--- src/rtl/mult_shift_add_unit_pkg.sv ---
// Shared definitions for the shift-add multiplier: state encoding, default width
// and the iteration-counter sizing helper.
package mult_shift_add_unit_pkg;

  localparam int MULT_WIDTH = 32;

  typedef enum logic [1:0] {
    IDLE = 2'd0,
    RUN  = 2'd1,
    FIX  = 2'd2,
    DONE = 2'd3
  } state_e;

  // The counter must be able to represent WIDTH itself.
  function automatic int cntWidth(input int width);
    return $clog2(width + 1);
  endfunction

endpackage

--- src/rtl/mult_shift_add_unit_product_reg.sv ---
// 2*WIDTH+1-bit product register for the shift-add multiplier: parallel load,
// one add-and-shift step, and two's-complement negation of the low 2*WIDTH bits.
module mult_shift_add_unit_product_reg #(
  parameter int WIDTH = 32
) (
  input  logic               clk_i,
  input  logic               clrN_i,
  input  logic               load_i,
  input  logic               shiftAdd_i,
  input  logic               negate_i,
  input  logic [2*WIDTH:0]   loadVal_i,
  input  logic [WIDTH:0]     mcand_i,
  output logic [2*WIDTH-1:0] result_o
);

  logic [2*WIDTH:0] prod_q;
  logic [2*WIDTH:0] prod_d;
  logic [WIDTH+1:0] upperSum;

  // The upper part is WIDTH+1 bits; one extra bit keeps the carry before the shift.
  always_comb begin
    upperSum = {1'b0, prod_q[2*WIDTH:WIDTH]};
    if (prod_q[0]) begin
      upperSum = {1'b0, prod_q[2*WIDTH:WIDTH]} + {1'b0, mcand_i};
    end
  end

  always_comb begin
    prod_d = prod_q;
    if (load_i) begin
      prod_d = loadVal_i;
    end else if (shiftAdd_i) begin
      prod_d = {upperSum, prod_q[WIDTH-1:1]};
    end else if (negate_i) begin
      prod_d = {prod_q[2*WIDTH], -prod_q[2*WIDTH-1:0]};
    end
  end

  always_ff @(posedge clk_i) begin
    if (!clrN_i) begin
      prod_q <= '0;
    end else begin
      prod_q <= prod_d;
    end
  end

  // Exposes the value being written so the top can capture Hi/Lo on the same edge.
  assign result_o = prod_d[2*WIDTH-1:0];

endmodule

--- src/rtl/mult_shift_add_unit.sv ---
// Sequential shift-add multiplier for MULT/MULTU: one add-and-shift per clock,
// sign fix-up cycle, then a one-cycle Done pulse with Hi/Lo valid.
module mult_shift_add_unit
  import mult_shift_add_unit_pkg::*;
#(
  parameter int WIDTH = MULT_WIDTH
) (
  input  logic             Clk,
  input  logic             Reset_n,
  input  logic             Start,
  input  logic             Signed,
  input  logic [WIDTH-1:0] A,
  input  logic [WIDTH-1:0] B,
  output logic             Busy,
  output logic             Done,
  output logic [WIDTH-1:0] Hi,
  output logic [WIDTH-1:0] Lo
);

  localparam int CntW = cntWidth(WIDTH);

  state_e            state_q, state_d;
  logic [CntW-1:0]   cnt_q, cnt_d;
  logic [WIDTH:0]    mcand_q, mcand_d;
  logic              neg_q, neg_d;
  logic [WIDTH-1:0]  hi_q, hi_d;
  logic [WIDTH-1:0]  lo_q, lo_d;

  logic              prodLoad;
  logic              prodShiftAdd;
  logic              prodNegate;
  logic [WIDTH-1:0]  absA;
  logic [WIDTH-1:0]  absB;
  logic [2*WIDTH:0]  prodLoadVal;
  logic [2*WIDTH-1:0] prodResult;

  // Magnitudes stay exact for the most negative value once zero-extended by one bit.
  assign absA = (Signed && A[WIDTH-1]) ? -A : A;
  assign absB = (Signed && B[WIDTH-1]) ? -B : B;
  assign prodLoadVal = {{(WIDTH+1){1'b0}}, absB};

  always_comb begin
    state_d      = state_q;
    cnt_d        = cnt_q;
    mcand_d      = mcand_q;
    neg_d        = neg_q;
    hi_d         = hi_q;
    lo_d         = lo_q;
    prodLoad     = 1'b0;
    prodShiftAdd = 1'b0;
    prodNegate   = 1'b0;
    unique case (state_q)
      IDLE: begin
        if (Start) begin
          prodLoad = 1'b1;
          mcand_d  = {1'b0, absA};
          neg_d    = Signed & (A[WIDTH-1] ^ B[WIDTH-1]);
          cnt_d    = '0;
          state_d  = RUN;
        end
      end
      RUN: begin
        prodShiftAdd = 1'b1;
        cnt_d        = cnt_q + CntW'(1);
        if (cnt_q == CntW'(WIDTH - 1)) begin
          state_d = FIX;
        end
      end
      FIX: begin
        prodNegate = neg_q;
        hi_d       = prodResult[2*WIDTH-1:WIDTH];
        lo_d       = prodResult[WIDTH-1:0];
        state_d    = DONE;
      end
      DONE: begin
        state_d = IDLE;
      end
      default: begin
        state_d = IDLE;
      end
    endcase
  end

  always_ff @(posedge Clk) begin
    if (!Reset_n) begin
      state_q <= IDLE;
      cnt_q   <= '0;
      mcand_q <= '0;
      neg_q   <= 1'b0;
      hi_q    <= '0;
      lo_q    <= '0;
    end else begin
      state_q <= state_d;
      cnt_q   <= cnt_d;
      mcand_q <= mcand_d;
      neg_q   <= neg_d;
      hi_q    <= hi_d;
      lo_q    <= lo_d;
    end
  end

  mult_shift_add_unit_product_reg #(
    .WIDTH(WIDTH)
  ) uProductReg (
    .clk_i      (Clk),
    .clrN_i     (Reset_n),
    .load_i     (prodLoad),
    .shiftAdd_i (prodShiftAdd),
    .negate_i   (prodNegate),
    .loadVal_i  (prodLoadVal),
    .mcand_i    (mcand_q),
    .result_o   (prodResult)
  );

  assign Busy = (state_q != IDLE);
  assign Done = (state_q == DONE);
  assign Hi   = hi_q;
  assign Lo   = lo_q;

endmodule

--- config.mk ---
export PLATFORM = sky130hd
export DESIGN_NAME = mult_shift_add_unit
export DESIGN_NICKNAME = d
export VERILOG_FILES = /design/src/rtl/mult_shift_add_unit_pkg.sv /design/src/rtl/mult_shift_add_unit_product_reg.sv /design/src/rtl/mult_shift_add_unit.sv
export SDC_FILE = /design/constraint.sdc
export NUM_CORES = 1
export LEC_CHECK = 0
export ABC_AREA = 1
export CAP_MARGIN = 25
export CORE_AREA = 2 2 167 169
export CTS_CLUSTER_SIZE = 10
export DETAILED_ROUTE_END_ITERATION = 16
export DIE_AREA = 0 0 169 171
export DONT_BUFFER_PORTS = 1
export PLACE_DENSITY_LB_ADDON = 0.05
export SYNTH_ARGS = -nofsm -noshare
export SYNTH_HDL_FRONTEND = slang
export SYNTH_SLANG_ARGS = --single-unit
--- constraint.sdc ---
create_clock -name Clk -period 4 [get_ports Clk]
set_clock_uncertainty 0.2 [all_clocks]
set_input_delay 0.6 -clock Clk [delete_from_list [all_inputs] [get_ports Clk]]
set_output_delay 0.6 -clock Clk [all_outputs]
set_load 0.03 [all_outputs]
Word-level counts from Yosys, hierarchy flattened:

Cells that the tools add are included.

* bits in registers: 170
* logic and storage cells: 46

* add/subtract/negate cells: 5
* equality and inequality tests: 6
* muxes and demuxes: 15
* bitwise gates (word level): 3
* reduce and logical (&&, ||, !) cells: 9

Operators with widths (count)
* 64-bit 2-to-1 mux: 2
* 65-bit 2-to-1 mux: 1
* 32-bit 2-to-1 mux: 2
* 32-bit negator: 2
* 64-bit negator: 1
* 33-bit by 32-bit adder with 34-bit output: 1
* 34-bit 2-to-1 mux: 1
* 6-bit case mux with 2 select lines: 1
* 2-bit case mux with 4 select lines: 1
* 6-bit by 1-bit adder with 6-bit output, second input constant: 1
* 6-bit by 5-bit equality test with 1-bit output, second input constant: 1
* 6-bit 2-to-1 mux: 1
* 2-bit AND reduction: 3
* 2-bit equality test, second input constant: 2
* 1-bit 2-to-1 mux: 4
* 2-bit 2-to-1 mux: 2
* 2-bit inequality test, second input constant: 2
* 2-bit nonzero test: 2
* 2-bit by 1-bit equality test with 1-bit output, second input constant: 1
* 1-bit logical AND: 2
* 2-bit zero test: 1
* 2-bit OR reduction: 1
* 1-bit bitwise AND: 1
* 1-bit NOT: 1
* 1-bit bitwise XOR: 1

Longest topological paths before layout:

Gate-level depths: netlist (run 1).

* depth in word-level cells: 5
* depth in mapped cells: 17

Cells and area by module:

From an unflattened synthesis (run 1), not the netlist that was laid out.

* cell total of the unflattened synthesis: 2550
* area total of the unflattened synthesis: 14584.0 um2

By module, submodules not included
* mult_shift_add_unit_product_reg: times used 1, cells an instance 1680, area an instance 8877.3 um2, sequential area each 1301.2 um2
* mult_shift_add_unit: times used 1, cells an instance 870, area an instance 5706.7 um2, sequential area each 2102.0 um2

Least setup slack after synthesis (run 1):

OpenSTA, ideal clock, no wires.

* path kind: reg2reg
* start point: register uProductReg.prod_q[0]
* end point: register lo_q[14], in the netlist Lo[14]
* library setup time: 116 ps
* data arrival time: 2132 ps
* required time: 3684 ps
* slack: 1552 ps
* cell stages (with the launch flop): 14
* cells stage by stage: dfxtp_1 > inv_2 > clkbuf_1 > clkbuf_1 > ha_1 > nand2_2 > nor2_4 > nand2_4 > o21ai_0 > xor2_1 > o21ai_0 > nand3_1 > o211ai_1 > inv_1

* word-level cells in the longest chain between the ends: 4

Ends and longest elaborated chain
* start, declared: line mult_shift_add_unit_product_reg.sv:16 `logic [2*WIDTH:0] prod_q;`
* start signal, assigned: line mult_shift_add_unit_product_reg.sv:43 `prod_q <= prod_d;`
* 64-bit negator: line mult_shift_add_unit_product_reg.sv:35 `prod_d = {prod_q[2*WIDTH], -prod_q[2*WIDTH-1:0]};`
* 64-bit 2-to-1 mux: line mult_shift_add_unit_product_reg.sv:34 `end else if (negate_i) begin`
* 65-bit 2-to-1 mux: line mult_shift_add_unit_product_reg.sv:32 `end else if (shiftAdd_i) begin`
* 64-bit 2-to-1 mux: line mult_shift_add_unit_product_reg.sv:30 `if (load_i) begin`
* end signal, assigned: line mult_shift_add_unit.sv:98 `lo_q <= lo_d;`
* end, declared: line mult_shift_add_unit.sv:27 `logic [WIDTH-1:0] lo_q, lo_d;`

Every way passes these cells. The select of a mux whose other input is x is not followed.
A chain may end at the register's enable or synchronous reset.

Worst setup path after layout (run 1):

* start point: register state_q[0]
* end point: register uProductReg.prod_q[35]

* word-level cells in the longest chain between the ends: 5
* elaborated cells between the ends (all ways): 9
* classes of those cells: 2 x eq/ne; 6 x mux; 1 x reduce/logical

Ends and longest elaborated chain
* start, declared: line mult_shift_add_unit.sv:22 `state_e state_q, state_d;`
* start signal, assigned: line mult_shift_add_unit.sv:93 `state_q <= state_d;`
* 2-bit equality test: line mult_shift_add_unit.sv:52 `unique case (state_q)`
* 1-bit 2-to-1 mux: line mult_shift_add_unit.sv:52
* 64-bit 2-to-1 mux: line mult_shift_add_unit_product_reg.sv:34
* 65-bit 2-to-1 mux: line mult_shift_add_unit_product_reg.sv:32
* 64-bit 2-to-1 mux *: line mult_shift_add_unit_product_reg.sv:30

Mark *: on every way between the ends. The rest lies on a longest branch, timed or not. The select of a mux whose other input is x is not followed.

==> run summary, run 1 <==
The detailed router finished its first iteration with 1473 violations. The number of input and output port buffers inserted works out to 0. The tools report the total grt overflow as 0.

Counting flops with a built-in enable in the synthesized netlist gives 0. TritonCTS built the clock tree. The sequential fraction of the synthesis area is 0.254, and the cell total after placement is 2579. The total negative slack was 0 ns.

Synthesis instantiated 56 different standard cells from the library. For the initial antenna violation count, the log shows 0. The slowest stage of the critical path is the sky130_fd_sc_hd__ha_4 cell.

Measured along the x axis, the die boundary spans 169 µm. The number of primary I/O pins was 134; the slew at the pin closest to its max-slew limit was 0.984 ns. The total global-route track usage is 0.325. Relative to the synthesized area, the layout overhead comes to 6.09%. 0 antenna diodes ended up in the layout.

The smallest clock period supported by the final layout is computed as 2.88 ns. The logs give 88 for the maximum number of pins on one net before global-route repair and 17 for the TritonCTS buffer count. The proportion of synthesized flip-flops having asynchronous set or reset is 0. Critical path launch point type: a flip-flop.

The core region is 27300 µm². The longest clock path from root to sink contains 2 buffers. The total count of hold-check failures in the final report was 0. For the cell area after placement, the log shows 13600 µm². Routed length per placed instance: 18.2 µm. sky130_fd_sc_hd__nand2_1 is the most common cell in the netlist. The required time at the worst-slack endpoint came out at 4.09 ns. For the worst max-slew margin expressed relative to the limit, the log shows 0.341. The tools report the final routed DRC violation total as 0. The number of hold buffers added after CTS is 0, and the deepest level of the CTS H-tree is 4. The critical path in this run is classified as flip-flop to flip-flop.

The tools report the non-filler instance count after layout as 2611. The routed design has 47500 µm of wire. The part of the cycle the worst path needs was 0.721; the maximum ir drop on the vdd rail was 0.401 mV.

The share of total power consumed by net switching works out to 0.541. The mean instance size in the synthesized netlist came out at 5.83 µm². For the post-CTS repair timing setup buffer count, the log shows 0.

The worst hold path belongs to the class input port to flip-flop. The register bit count reported by yosys is 170. The run gives 347 MHz as the maximum operating frequency.

The congestion estimate from routability-driven global placement came to 0.961. The count of nets left with antenna violations once routing finished came out at 0. In this run the clock root is driven by a sky130_fd_sc_hd__clkbuf_16. For the sequential share of power, the log shows 0.321.

Cell-internal power: 0.00482 W. Data on the critical path arrives at its endpoint at 2.97 ns. Power share of the combinational group: 0.517.

Traced cell by cell, the critical path runs through inv_1 > ha_4 > nand2_2 > inv_2 > buf_4 > nand2_1 > nand2_4 > clkinv_2 > nand2_2 > xor2_1 > nand2_1 > nand3_2 > nor2_1. The wire-length estimate of the detail-placed layout is 37400 µm. The first global-routing pass estimated 72400 µm of wire.

The share of the synthesized area in the top cell type is 0.254, and the number of instances in the synthesized netlist is 2299. Setup violations remaining at the end of the flow were counted as 0. The floorplan step set the die height to 171 µm.

For the utilization of the core after routing, the log shows 0.520. The floorplan has 61 rows. At the end of the flow, the number of nets in the layout was 2362.

The category of the worst setup path capture point was a flip-flop. The tools report the max-cap check violation count as 0. The final-report max-slew violation count was 0; the critical path's largest stage delay was 0.46 ns. Dividing the detail-routed via count by the number of cells gives 5.54. Synthesis produced a netlist with a net count of 2409. The synthesized netlist occupies a cell area of 13400 µm². The cell type with the largest total area after synthesis is sky130_fd_sc_hd__dfxtp_1. For this run, the leading register cell type out of synthesis is sky130_fd_sc_hd__dfxtp_1. The cell area after layout was 14200 µm²; the total number of vias was 14500.

The count of TritonRoute iterations in the first routing pass came out at 5. Yosys printed 0 warnings. Ranked by instance count, the synthesized netlist is headed by sky130_fd_sc_hd__nand2_1 (604), sky130_fd_sc_hd__nor2_1 (342), sky130_fd_sc_hd__inv_1 (289). The switching power of the nets was 0.00569 W. In this run the power density over the cells is 740 nW/µm².

The flow ran to the end, and the final reports show no timing, DRC or antenna violations. The analysis attributes to cell leakage a power of 6.93 nW. For the via count of the first global-routing pass, the log shows 12900. The ratio of cells with drive above 1 in the final layout came out at 0.0587.

The area enclosed by the die boundary was 28900 µm². Counting every sink on the clock net gives 170. The largest fanout of any net on the critical path works out to 44.

The part of the power in the clock network was 0.162; the clock slew seen by the registers of the worst setup and hold paths was 0.07 ns. By area the synthesized netlist is led by sky130_fd_sc_hd__dfxtp_1 (25%), sky130_fd_sc_hd__nand2_1 (17%), sky130_fd_sc_hd__nor2_1 (9.6%). The later pin in the worst-skew pair is clocked with a latency of 0.44 ns. The starting density of the core came out at 0.490.

The post-cts repair resize count was 0. Setup repair after global routing left no endpoint under its margin.
## metrics by stage
stage	hold slack, ns	total power, W	setup slack [ns]
2_1_floorplan	0.233	0.00713	1.55
3_3_place_gp	0.251	0.00869	1.19
3_5_place_dp	0.253	0.00873	1.13
4_1_cts	0.0875	0.0104	1.13
5_1_grt	0.0910	0.0113	0.756
6_report	0.0969	0.0105	1.12
## final cells by class
type                    count  area [µm²]
flip-flops and latches    170        3400
clock inverters            13         150
clock buffers              19         433
fillers                  2983       13100
inverters                 296        1110
well taps                 346         433
repair buffers             16         133
multi-input cells        1751        8550
## worst max-delay path, delay by kind of cell (launching register included)
family | cells | cell delay (ns)
xor gates and xnor gates | 1 | 0.17
adders and majority gates | 1 | 0.46
buffers and inverters | 4 | 0.86
DFF | 1 | 0.34
and+or+nand+nor | 7 | 0.68
## power groups by stage
| stage | Clock (W) | Sequential (W) | Combinational [W] |
|---|---|---|---|
| CTS | 0.00172 | 0.00335 | 0.00537 |
| floorplan | 0 | 0.00305 | 0.00408 |
| global route | 0.00179 | 0.00343 | 0.00611 |
| detailed placement | 0 | 0.00338 | 0.00534 |
| global placement | 0 | 0.00339 | 0.00530 |
| finish | 0.00170 | 0.00337 | 0.00544 |
## sequential cells by signal, summed over array words and instances, names as in the netlist
| register | flops |
|---|---|
| cnt_q | 6 |
| mcand_q | 32 |
| Lo | 32 |
| state_q | 2 |
| Hi | 32 |
| uProductReg.prod_q | 65 |
| neg_q | 1 |
## per-layer routing
metal	track usage	wire length, µm	part of all wire
met2	0.469	19100	0.40
met5	0	0	0
met1	0.477	22900	0.48
met3	0.0833	4360	0.092
met4	0.0888	1070	0.022
## logic make-up after synthesis
family / Yosys count / synth area share
DFF: 170 / 0.254
AOI/OAI and AO/OA: 393 / 0.163
xor gates and xnor gates: 33 / 0.0216
buffers and inverters: 378 / 0.109
and+or+nand+nor: 1283 / 0.413
adders and majority gates: 42 / 0.0398
## layout by cell type (no fill, tap or decap), drive strengths merged, types with 2 or more instances in the layout
cell      instances
or2               7
o211ai           25
nor2            365
o21bai            6
clkbuf           19
a31oi             5
inv             303
nand4            16
clkinv            3
xor2             22
o21ai           149
a31o              2
xnor2            11
buf              16
nand3b            9
nand2           631
o31ai             3
clkinvlp          2
ha               41
nand3           224
a211oi            2
and2              2
a21oi           182
nor3             25
a32o              5
o21a              2
dfxtp           170
o221ai            6
## final timing paths
kind	from	to	slack [ns]	cells after the start
worst max-delay path	state_q[0]	uProductReg.prod_q[35]	1.12	13
worst min-delay path	Reset_n	Lo[31]	0.1	2
worst max register to register	state_q[0]	uProductReg.prod_q[35]	1.12	13
worst min register to register	uProductReg.prod_q[64]	uProductReg.prod_q[64]	0.27	2
Power figures use the tool's default switching activity.
==> run 2: changes to the inputs <==
==> constraint.sdc (replaced) <==
create_clock -name Clk -period 3 [get_ports Clk]
set_clock_uncertainty 0.2 [all_clocks]
set_input_delay 0.45 -clock Clk [delete_from_list [all_inputs] [get_ports Clk]]
set_output_delay 0.45 -clock Clk [all_outputs]
set_load 0.03 [all_outputs]
==> run 2 against run 1 <==
Against the previous run: count of clock-buffer cells in the layout did not move; die area did not move; wire length rose by 3.3%; largest cell class unchanged; largest power group unchanged.
==> run summary, run 2 (synthesized netlist as in run 1, its figures left out) <==
The tools report the wire length of the first global-routing pass as 76100 µm (+5.0%). The clock period minus worst slack was 2.77 ns (-0.114 ns); the via count of the first global-routing pass was 13500 (+4.8%). The ratio of cells with drive above 1 in the final layout was 0.0677 (+0.00896); the number of antenna-violating nets in the routed design was 0 (unchanged).

The clock latency on the worst-skew pair was 0.46 ns (+0.02 ns). Counting flops per register, the top entry is uProductReg.prod_q. The routed length per placed instance works out to 18.5 µm (+1.8%). The kind of cell with the highest combined delay along the critical path is simple AND/OR/NAND/NOR gates. The logs give 0.367 (+0.0260) for the worst max-slew margin expressed relative to the limit and 61 (unchanged) for the count of standard-cell rows. The number of primary I/O pins was 134 (unchanged). From synthesis to final layout, the design area changed by 9.37%. The post-cts repair resize count came out at 0 (unchanged). Worst hold path class: input port to flip-flop. The tools report the final routed DRC violation total as 0 (unchanged).

The number of hold buffers added after CTS came out at 20 (+20). The global placer's final weighted congestion came out at 0.947 (-1.4%). The run gives 0 (unchanged) as the total inserted antenna cells. For this design, the slowest cell found on the critical path is sky130_fd_sc_hd__dfxtp_1. The via-per-instance ratio is 5.62 (+1.5%). The number of DRC violations after detailed-routing iteration 0 was 1412 (-4.1%); the maximum number of pins on one net before global-route repair was 63 (-28%). The run gives 7.16 nW (+3.3%) as the leakage power figure. The run gives 17 (unchanged) as the TritonCTS buffer count. The largest fanout of any net on the critical path is 6 (-86%). The cell sitting at the root of the clock tree is a sky130_fd_sc_hd__clkbuf_16. The critical path's largest stage delay came out at 0.42 ns (-0.04 ns).

The number of buffer and inverter instances along the worst setup path works out to 2 (-2). The height of the chip was 171 µm (unchanged). For the total count of hold-check failures in the final report, the log shows 0 (unchanged). The run gives 0 (unchanged) as the final-report max-slew violation count. The clock slew seen by the registers of the worst setup and hold paths is 0.08 ns (about the same). The category of the worst setup path capture point was a flip-flop. Arrival time reported for the critical path endpoint: 2.95 ns (-0.02 ns). The largest buffer count on any clock path came out at 2 (unchanged). The top cell types in the final layout, fill and taps aside, are sky130_fd_sc_hd__nand2_1 (603), sky130_fd_sc_hd__nor2_1 (342), sky130_fd_sc_hd__inv_1 (289), sky130_fd_sc_hd__nand3_1 (214), sky130_fd_sc_hd__a21oi_1 (177). The areal power density over the cells is 984 nW/µm² (+33%). The total global-route track usage is 0.342 (+0.0164). The floorplan die width is 169 µm (unchanged).

The most numerous cell type found on the critical path is sky130_fd_sc_hd__nand3_1. The tools report the layout net count as 2402 (+1.7%). The tools report the HPWL reported at the end of detailed placement as 38500 µm (+2.8%). The worst setup path is launched from a flip-flop. The run finished with clean final reports. The maximum operating frequency was 361 MHz (+4.1%); the required time at the worst-slack endpoint was 3.18 ns (-0.91 ns).

Maximum ir drop on the vdd rail: 0.525 mV (+31%). The overall routed net length is 49000 µm (+3.3%), and the core box area is 27300 µm² (unchanged). TritonCTS built the clock tree. The number of failing setup endpoints in the final timing report came out at 0 (unchanged).

The total number of vias is 14900 (+3.0%). The run gives 0 (unchanged) as the max-cap check violation count. Walking the worst path, the cells encountered are ha_1 > inv_1 > fa_1 > inv_1 > nand3_1 > nand3_1 > nand3_1 > nand3_1 > nand2_1 > nand3_1 > nand3_1 > nand2_1 > nand3_1 > a21oi_1. The run gives 0 (unchanged) as the post-CTS repair timing setup buffer count. For the starting density of the core, the log shows 0.490 (unchanged). The library cell used most frequently in the layout, excluding fill and tap cells, is sky130_fd_sc_hd__nand2_1. The number of input and output port buffers inserted is 0 (unchanged), and the total negative slack is 0 ns (unchanged). The setup path with the least slack is of type flip-flop to flip-flop.

Deepest level of the CTS H-tree: 4 (unchanged). The logs give 170 (unchanged) for the clock net sink count and 0 (unchanged) for the total grt overflow. The run gives 28900 µm² (unchanged) as the area enclosed by the die boundary. The number of flip-flops in the largest register came out at 65 (unchanged). Setup repair after global routing left no endpoint under its margin. The part of the cycle the worst path needs is 0.923 (+0.202), and the count of TritonRoute iterations in the first routing pass is 6 (+1). The run gives 0 (unchanged) as the initial antenna violation count. The total power draw was 0.0144 W (+37%); the slew at the pin closest to its max-slew limit was 0.946 ns (-0.0389 ns).
==> run 2: cell types whose count changed in the layout (fill, tap and decap cells not counted), moves of 2 or more <==
cell,delta
sky130_fd_sc_hd__clkbuf_1,-2
sky130_fd_sc_hd__bufinv_16,+3
sky130_fd_sc_hd__clkbuf_8,+2
sky130_fd_sc_hd__dlygate4sd3_1,+19
sky130_fd_sc_hd__inv_8,-2
sky130_fd_sc_hd__buf_4,+20
==> run 2: per-layer routing <==
| metal | GRT usage | routed length, µm | up-vias |
|---|---|---|---|
| li1 | - | - | 7391 |
| met1 | 0.506 | 23200 | 6812 |
| met2 | 0.484 | 19700 | 618 |
| met3 | 0.0826 | 4830 | 83 |
| met4 | 0.104 | 1330 | 0 |
| met5 | 0 | 0 | - |
==> run 2: power breakdown <==
group	total, W	internal (W)	switching (W)	leakage (nW)
combinational	0.00748	0.00236	0.00512	5.45
sequential	0.00443	0.00298	0.00144	1.39
clock	0.00251	0.00146	0.00105	0.315
==> run 2: cell type report <==
cell class | instances | area, µm²
fill | 2918 | 12700
tap | 346 | 433
inverter | 296 | 1110
multi-input combinational | 1751 | 8550
clock buffer | 19 | 453
clock inverter | 13 | 201
timing repair buffer | 56 | 500
sequential | 170 | 3400
==> run 2: path summary, 6_finish.rpt <==
path / from / endpoint / slack, ns / depth (start not counted)
worst min register to register: uProductReg.prod_q[64] / uProductReg.prod_q[64] / 0.29 / 2
worst max-delay path: uProductReg.prod_q[32] / Hi[27] / 0.23 / 14
worst min-delay path: A[31] / mcand_q[31] / 0.02 / 2
worst max register to register: uProductReg.prod_q[32] / Hi[27] / 0.23 / 14
==> run 2: metrics by stage <==
step	hold WS [ns]	worst slack (ns)	cell area (µm²)	utilization	cells
6_report	0.0162	0.232	14700	0.536	2651
5_1_grt	0.0200	0.0189	14700	0.536	2651
4_1_cts	0.000485	0.271	14700	0.536	2651
3_5_place_dp	0.272	0.301	13800	0.504	2599
3_3_place_gp	0.271	0.375	13800	0.504	2599
2_1_floorplan	0.233	0.552	13400	-	2299
